**src/rtl/bellmanford_result_drain.sv**
```systemverilog
// -----------------------------------------------------------------------------
// bellmanford_result_drain
//
// Reads the bellmanford Output Memory once the core reports Finish. Each node's
// distance is streamed out over a valid/ready port while the block keeps
// running statistics on the words that get transferred. If the core reports a
// negative cycle, the distance table is meaningless: the block raises NegFlag
// and stops, and no further words are exported.
//
// Ports
//   clock, reset        system clock, asynchronous active-high reset
//   Finish, NegCycle    status from the bellmanford core
//   OMAR / OMDR         Output Memory read address / same-cycle read data
//   OutData/OutValid/
//   OutReady/OutLast    distance stream; OutLast marks address NUM_NODES-1
//   NegFlag             a negative cycle was reported
//   Done                drain finished or aborted; held until reset
//   ReachCount          number of transferred words that are not INF
//   MaxDist             largest transferred non-INF word (0 if none)
// -----------------------------------------------------------------------------
module bellmanford_result_drain #(
    parameter int                    ADDR_WIDTH = 13,
    parameter int                    DATA_WIDTH = 16,
    parameter int                    NUM_NODES  = 8192,
    parameter logic [DATA_WIDTH-1:0] INF        = '1
) (
    input  logic                  clock,
    input  logic                  reset,
    input  logic                  Finish,
    input  logic                  NegCycle,
    output logic [ADDR_WIDTH-1:0] OMAR,
    input  logic [DATA_WIDTH-1:0] OMDR,
    output logic [DATA_WIDTH-1:0] OutData,
    output logic                  OutValid,
    input  logic                  OutReady,
    output logic                  OutLast,
    output logic                  NegFlag,
    output logic                  Done,
    output logic [ADDR_WIDTH:0]   ReachCount,
    output logic [DATA_WIDTH-1:0] MaxDist
);

    localparam logic [ADDR_WIDTH-1:0] LAST_ADDR = ADDR_WIDTH'(NUM_NODES - 1);

    typedef enum logic [1:0] {
        IDLE   = 2'd0,
        STREAM = 2'd1,
        DONE   = 2'd2
    } state_t;

    state_t state, next_state;

    // OMAR saturates on the last address, so a separate bit remembers that
    // the last word has already been fetched into the output register.
    logic fetched_all;

    logic xfer;       // word in the output register is accepted this edge
    logic start;      // clean Finish in IDLE: begin streaming
    logic flag_neg;   // negative cycle reported: terminate with NegFlag
    logic load;       // refill the output register from OMDR
    logic drop;       // transfer with no refill empties the register
    logic count_en;   // transferred word contributes to the statistics

    // ---------------------------------------------------------------- FSM
    always_ff @(posedge clock or posedge reset) begin
        if (reset) state <= IDLE;
        else       state <= next_state;
    end

    always_comb begin
        next_state = state;
        xfer       = OutValid & OutReady;
        start      = 1'b0;
        flag_neg   = 1'b0;
        load       = 1'b0;
        drop       = 1'b0;
        count_en   = 1'b0;
        case (state)
            IDLE: begin
                if (Finish) begin
                    if (NegCycle) begin
                        flag_neg   = 1'b1;
                        next_state = DONE;
                    end else begin
                        start      = 1'b1;
                        next_state = STREAM;
                    end
                end
            end
            STREAM: begin
                // An abort beats everything, including a coincident last
                // transfer, so that word is neither counted nor completed.
                if (NegCycle) begin
                    flag_neg   = 1'b1;
                    next_state = DONE;
                end else begin
                    count_en = xfer && (OutData != INF);
                    load     = (!OutValid || xfer) && !fetched_all;
                    drop     = xfer && !load;
                    if (xfer && OutLast) next_state = DONE;
                end
            end
            default: ;
        endcase
    end

    // ----------------------------------------------------------- datapath
    always_ff @(posedge clock or posedge reset) begin
        if (reset) begin
            OMAR        <= '0;
            fetched_all <= 1'b0;
            OutData     <= '0;
            OutValid    <= 1'b0;
            OutLast     <= 1'b0;
            NegFlag     <= 1'b0;
            Done        <= 1'b0;
            ReachCount  <= '0;
            MaxDist     <= '0;
        end else begin
            if (start) begin
                OMAR        <= '0;
                fetched_all <= 1'b0;
                ReachCount  <= '0;
                MaxDist     <= '0;
            end

            if (flag_neg) begin
                // Any pending word is discarded; statistics freeze as-is.
                OutValid <= 1'b0;
                OutLast  <= 1'b0;
                NegFlag  <= 1'b1;
                Done     <= 1'b1;
            end

            if (count_en) begin
                ReachCount <= ReachCount + (ADDR_WIDTH+1)'(1);
                if (OutData > MaxDist) MaxDist <= OutData;
            end

            if (load) begin
                OutData  <= OMDR;
                OutValid <= 1'b1;
                OutLast  <= (OMAR == LAST_ADDR);
                if (OMAR == LAST_ADDR) fetched_all <= 1'b1;
                else                   OMAR        <= OMAR + ADDR_WIDTH'(1);
            end else if (drop) begin
                // Only the last word can leave without a refill, which
                // also marks the drain as complete.
                OutValid <= 1'b0;
                OutLast  <= 1'b0;
                if (OutLast) Done <= 1'b1;
            end
        end
    end

endmodule
```
**config.mk**
```make
export PLATFORM = sky130hd
export DESIGN_NAME = bellmanford_result_drain
export DESIGN_NICKNAME = d
export VERILOG_FILES = /design/src/rtl/bellmanford_result_drain.sv
export SDC_FILE = /design/constraint.sdc
export NUM_CORES = 1
export LEC_CHECK = 0
export ABC_AREA = 1
export CAP_MARGIN = 15
export CELL_PAD_IN_SITES_DETAIL_PLACEMENT = 0
export CELL_PAD_IN_SITES_GLOBAL_PLACEMENT = 1
export CORE_ASPECT_RATIO = 1.2
export CORE_UTILIZATION = 33
export CTS_CLUSTER_DIAMETER = 200
export DETAILED_ROUTE_END_ITERATION = 12
export PLACE_DENSITY = 0.81
export REMOVE_ABC_BUFFERS = 1
export SYNTH_ARGS = -nofsm -noshare
export SYNTH_HDL_FRONTEND = slang
export SYNTH_SLANG_ARGS = --single-unit
```
**constraint.sdc**
```tcl
create_clock -name clock -period 1.8 [get_ports clock]
set_clock_uncertainty 0.05 [all_clocks]
set_input_delay 0.18 -clock clock [delete_from_list [all_inputs] [get_ports clock]]
set_output_delay 0.18 -clock clock [all_outputs]
set_load 0.05 [all_outputs]
```
Word-level counts from Yosys, hierarchy flattened:

Cells that the tools add are included.

* register bits after elaboration: 66
* latch bits: 0
* RAM bits: 0
* memory bits (read-only): 0
* output and inout bits: 63
* memories kept: 0

* add/subtract/negate cells: 2
* multipliers: 0
* div/mod/pow operators: 0
* $lt $le $gt $ge: 1
* equal/unequal tests: 5
* shift-type cells: 0
* muxes and demuxes: 36
* bitwise logic cells: 1
* reductions and logical operators: 13

Operator list (count)
* $mux 16: 3
* $mux 13: 3
* $mux 14: 2
* $mux 1: 22
* $gt 16x16->1: 1
* $ne 16x16->1 const B: 1
* $add 14x1->14 const B: 1
* $add 13x1->13 const B: 1
* $eq 13x13->1 const B: 1
* $mux 2: 4
* $logic_and 1x1->1: 4
* $pmux 2 s2: 1
* $reduce_bool 2->1: 2
* $logic_not 1->1: 3
* $ne 3x3->1 const B: 1
* $reduce_and 3->1: 1
* $reduce_bool 3->1: 1
* $eq 2x1->1 const B: 1
* $logic_not 2->1: 1
* $ne 2x2->1 const B: 1
* $pmux 1 s2: 1
* $and 1x1->1: 1
* $logic_or 1x1->1: 1

Logic depth before layout (Yosys ltp):

* word-level depth: 9
* mapped depth: 15

Least setup slack after synthesis:

No wires, ideal clock.

* path kind: reg2reg
* start: register MaxDist[15]
* end: register MaxDist[10]
* library setup time: 0.119 ns
* arrival time: 1.907 ns
* path slack: -0.276 ns
* cell stages (with the launch flop): 11
* buffers on the path: 1
* cell sequence: dfrtp_1 > inv_1 > ha_1 > nand2_1 > nor2_1 > nand2_1 > nor2_1 > nor2_8 > buf_6 > nand3_1 > nand2_1

* longest elaborated chain between the ends: 3

Ends and longest elaborated chain
* start, declared: line 40 `output logic [DATA_WIDTH-1:0] MaxDist`
* start signal, assigned: line 137 `if (OutData > MaxDist) MaxDist <= OutData;`
* $gt 16x16->1: line 137
* $mux 16: line 137
* $mux 16: line 135 `if (count_en) begin`

Every way passes these cells.
A chain may end at the register's enable or synchronous reset.

Worst setup path in the final report:

* start: register MaxDist[1]
* end: output port MaxDist[1]

No word-level cell between the ends.

==> results.py <==
metrics = {
    "synth": {
        "synth-edff-count": 0,
        "synth_top_cell_area_share_pct": 45.6,
        "avgSynthCellArea_um2": 7.70,
        "syn_inst": 470,
        "ys_ff_latch": 66,
        "ys_top_cells_by_count": "164 x nand2_1, 66 x dfrtp_1, 50 x inv_1, 48 x nor2_1, 42 x nand3_1",
        "synthFlopType": "dfrtp_1",
        "ys_async_sr_fraction_pct": 100,
        "ys_types": 31,
        "synth_area_leaders": "dfrtp_1 46%, nand2_1 17%, ha_1 6.2%, nand3_1 5.8%, inv_1 5.2%",
        "yosysMostFrequentCell": "nand2_1",
        "yosysTopAreaCell": "dfrtp_1",
        "ys_seq_area_share_pct": 45.6,
        "synth_area_mm2": 0.00362,
        "yosysWarnings": 0,
    },
    "pwr": {
        "ir_worst_vdd_mv": 0.450,
        "cellPowerDensity_mw_per_mm2": 582,
        "leakage_nw": 2.89,
    },
    "clock_network": {
        "clockBufferDepth": 2,
        "cts_sinks": 66,
        "clk_latency_ns": 0.33,
        "root_buffer": "clkbuf_16",
        "cts_hold_buffers": 0,
        "cts.clk_slew.worst_paths_ns": 0.05,
        "cts_buffers": 9,
        "cts_tree": "built",
        "htree_levels": 3,
    },
    "critical_path": {
        "startpoint": "MaxDist[1]",
        "cp.required_ns": 1.57,
        "path_buf_inv": 1,
        "cp-end-kind": "output port",
        "startpoint_type": "flip-flop",
        "crit_chain": "clkdlybuf4s50_1",
        "worstRegToRegCells": 10,
        "r2r_slack_ns": 0.06,
        "worstPathArrival_ns": 1.55,
        "critical_path.max_fanout": 2,
        "worstSetupPathType": "flip-flop to output port",
        "timing.rr.start": "OutData[11]",
        "cpLargestDelayFamily": "buffers and inverters",
        "crit_path_max_incr_delay_ns": 0.83,
        "r2r-end": "MaxDist[3]",
        "crit_slowest_cell": "clkdlybuf4s50_1",
    },
    "routing": {
        "drtIter0Drc": 199,
        "met1_length_um": 4340,
        "drt_pass1_iterations": 8,
        "wl_met2_um": 5130,
        "wl_per_cell_um": 13.5,
        "vias": 3525,
        "routed_wl_um": 10000,
        "via_per_inst": 4.76,
        "drcViolationCount": 6,
        "dr_wl_met3_um": 320,
        "highest_layer": "met4",
        "ant_nets": 0,
    },
    "sta": {
        "post-route-min-period_ns": 1.78,
        "final_hold_viol_count": 0,
        "drv_slew": 0,
        "timing.hold.ws_ns": 0.189,
        "tightest_slew_ns": 0.508,
        "fmax_mhz": 561,
        "post-route-period-util_pct": 99.1,
        "rsz0062_at_grt": "true",
        "max_slew_margin_pct": 66.1,
        "fin_tns_setup_ns": 0,
        "setup_viol": 0,
    },
    "finish": {
        "multi_input_comb_area_mm2": 0.00192,
        "drive_above_1_share_pct": 25.3,
        "n_antenna_cell": 0,
        "fin_area_mm2": 0.00539,
        "fillers": 1007,
        "fin_util_pct": 50.7,
        "seq_area_mm2": 0.00165,
        "fin_nets": 649,
        "area_delta_synth_final_pct": 48.9,
    },
    "run": {
        "drv_cap": 0,
    },
    "place": {
        "place_area_mm2": 0.00482,
        "gp_congestion": 0.815,
        "io_buffers": 83,
        "dp.final_hpwl_um": 7150,
    },
    "floorplan": {
        "die_w_um": 97.6,
        "core_area_mm2": 0.0106,
        "fp-row-count": 41,
        "fp.dieH_um": 117,
        "start_util_pct": 34.1,
        "die_area_mm2": 0.0114,
        "ios": 84,
    },
    "global_routing": {
        "grt_pass1_wl_um": 15600,
        "grt_max_degree": 67,
        "overflow": 0,
        "grtUsageTotal_pct": 17.7,
        "antenna_found_initial": 0,
        "grt_pass1_vias": 3342,
    },
    "outcome": {
        "violations": "design-rule violations",
        "status": "finished, violations left",
    },
    "worst_hold_path": {
        "hold_class": "primary input to async pin",
    },
}
## per-stage QoR
step	setup slack, ns	cells	total power (W)
CTS	0.000696	735	0.00317
global route	-0.0315	741	0.00324
finish	0.0171	741	0.00314
detailed placement	-0.131	720	0.00159
floorplan	-0.334	461	0.00153
global placement	-0.118	720	0.00159
## routing by layer
metal | up-vias | track usage, %
met5 | - | 0
met4 | 0 | 7.07
met3 | 23 | 2.99
met2 | 82 | 31.4
met1 | 1648 | 21.5
li1 | 1772 | -
## power by group
part	total, W	switching (W)	internal (W)
Clock	0.00157	0.000589	0.000984
Combinational	0.0000800	0.0000374	0.0000426
Sequential	0.00149	0	0.00149
Total	0.00314	0.000626	0.00251
## area by class of cell
class / instances / share of cell area (%)
timing repair buffer: 137 / 22.2
clock buffer: 13 / 4.83
tap: 129 / 3.00
sequential: 66 / 30.7
inverter: 53 / 3.69
multi-input combinational: 343 / 35.6
## sequential cells by signal, indices dropped and copies added (netlist names)
register     count
Done             1
ReachCount      14
OutValid         1
fetched_all      1
OMAR            13
OutLast          1
MaxDist         16
OutData         16
state            2
NegFlag          1
## cell families after synthesis
group / after synthesis / synth area share, %
DFF: 66 / 45.6
adders and majority gates: 18 / 6.22
xor gates and xnor gates: 14 / 3.39
AOI/OAI and AO/OA: 41 / 6.57
buffers and inverters: 62 / 6.95
and+or+nand+nor: 269 / 31.2
## worst max path at each step
| stage | to | cells after the start |
|---|---|---|
| 2_1_floorplan | MaxDist[0] | 11 |
| 3_3_place_gp | MaxDist[5] | 9 |
| 3_5_place_dp | MaxDist[9] | 9 |
| 4_1_cts | ReachCount[12] | 1 |
| 5_1_grt | MaxDist[5] | 11 |
| 6_report | MaxDist[1] | 1 |
## cell usage in the layout, fill, tap and decap left out, drive strengths merged
cell	n
nand2	167
nand4	2
or2	1
dlygate4sd2	4
dlymetal6s2s	4
clkbuf	14
dfrtp	66
xnor2	2
xor2	12
nor3	5
o31ai	2
clkdlybuf4s50	33
a21boi	1
clkinv	1
a31oi	2
nor2	52
a21oi	10
o21ai	18
a21o	1
inv	52
buf	95
nand3	43
o22ai	7
ha	18
## timing repair
item | in CTS | in global routing
pin swaps | 1 | 13
setup buffers | 2 | 4
setup endpoints to repair | 20 | 33
gates cloned | 0 | 2
hold endpoints to repair | 0 | 0
gates resized for setup | 6 | 49
Note: power is estimated with default switching activity, not from simulation.
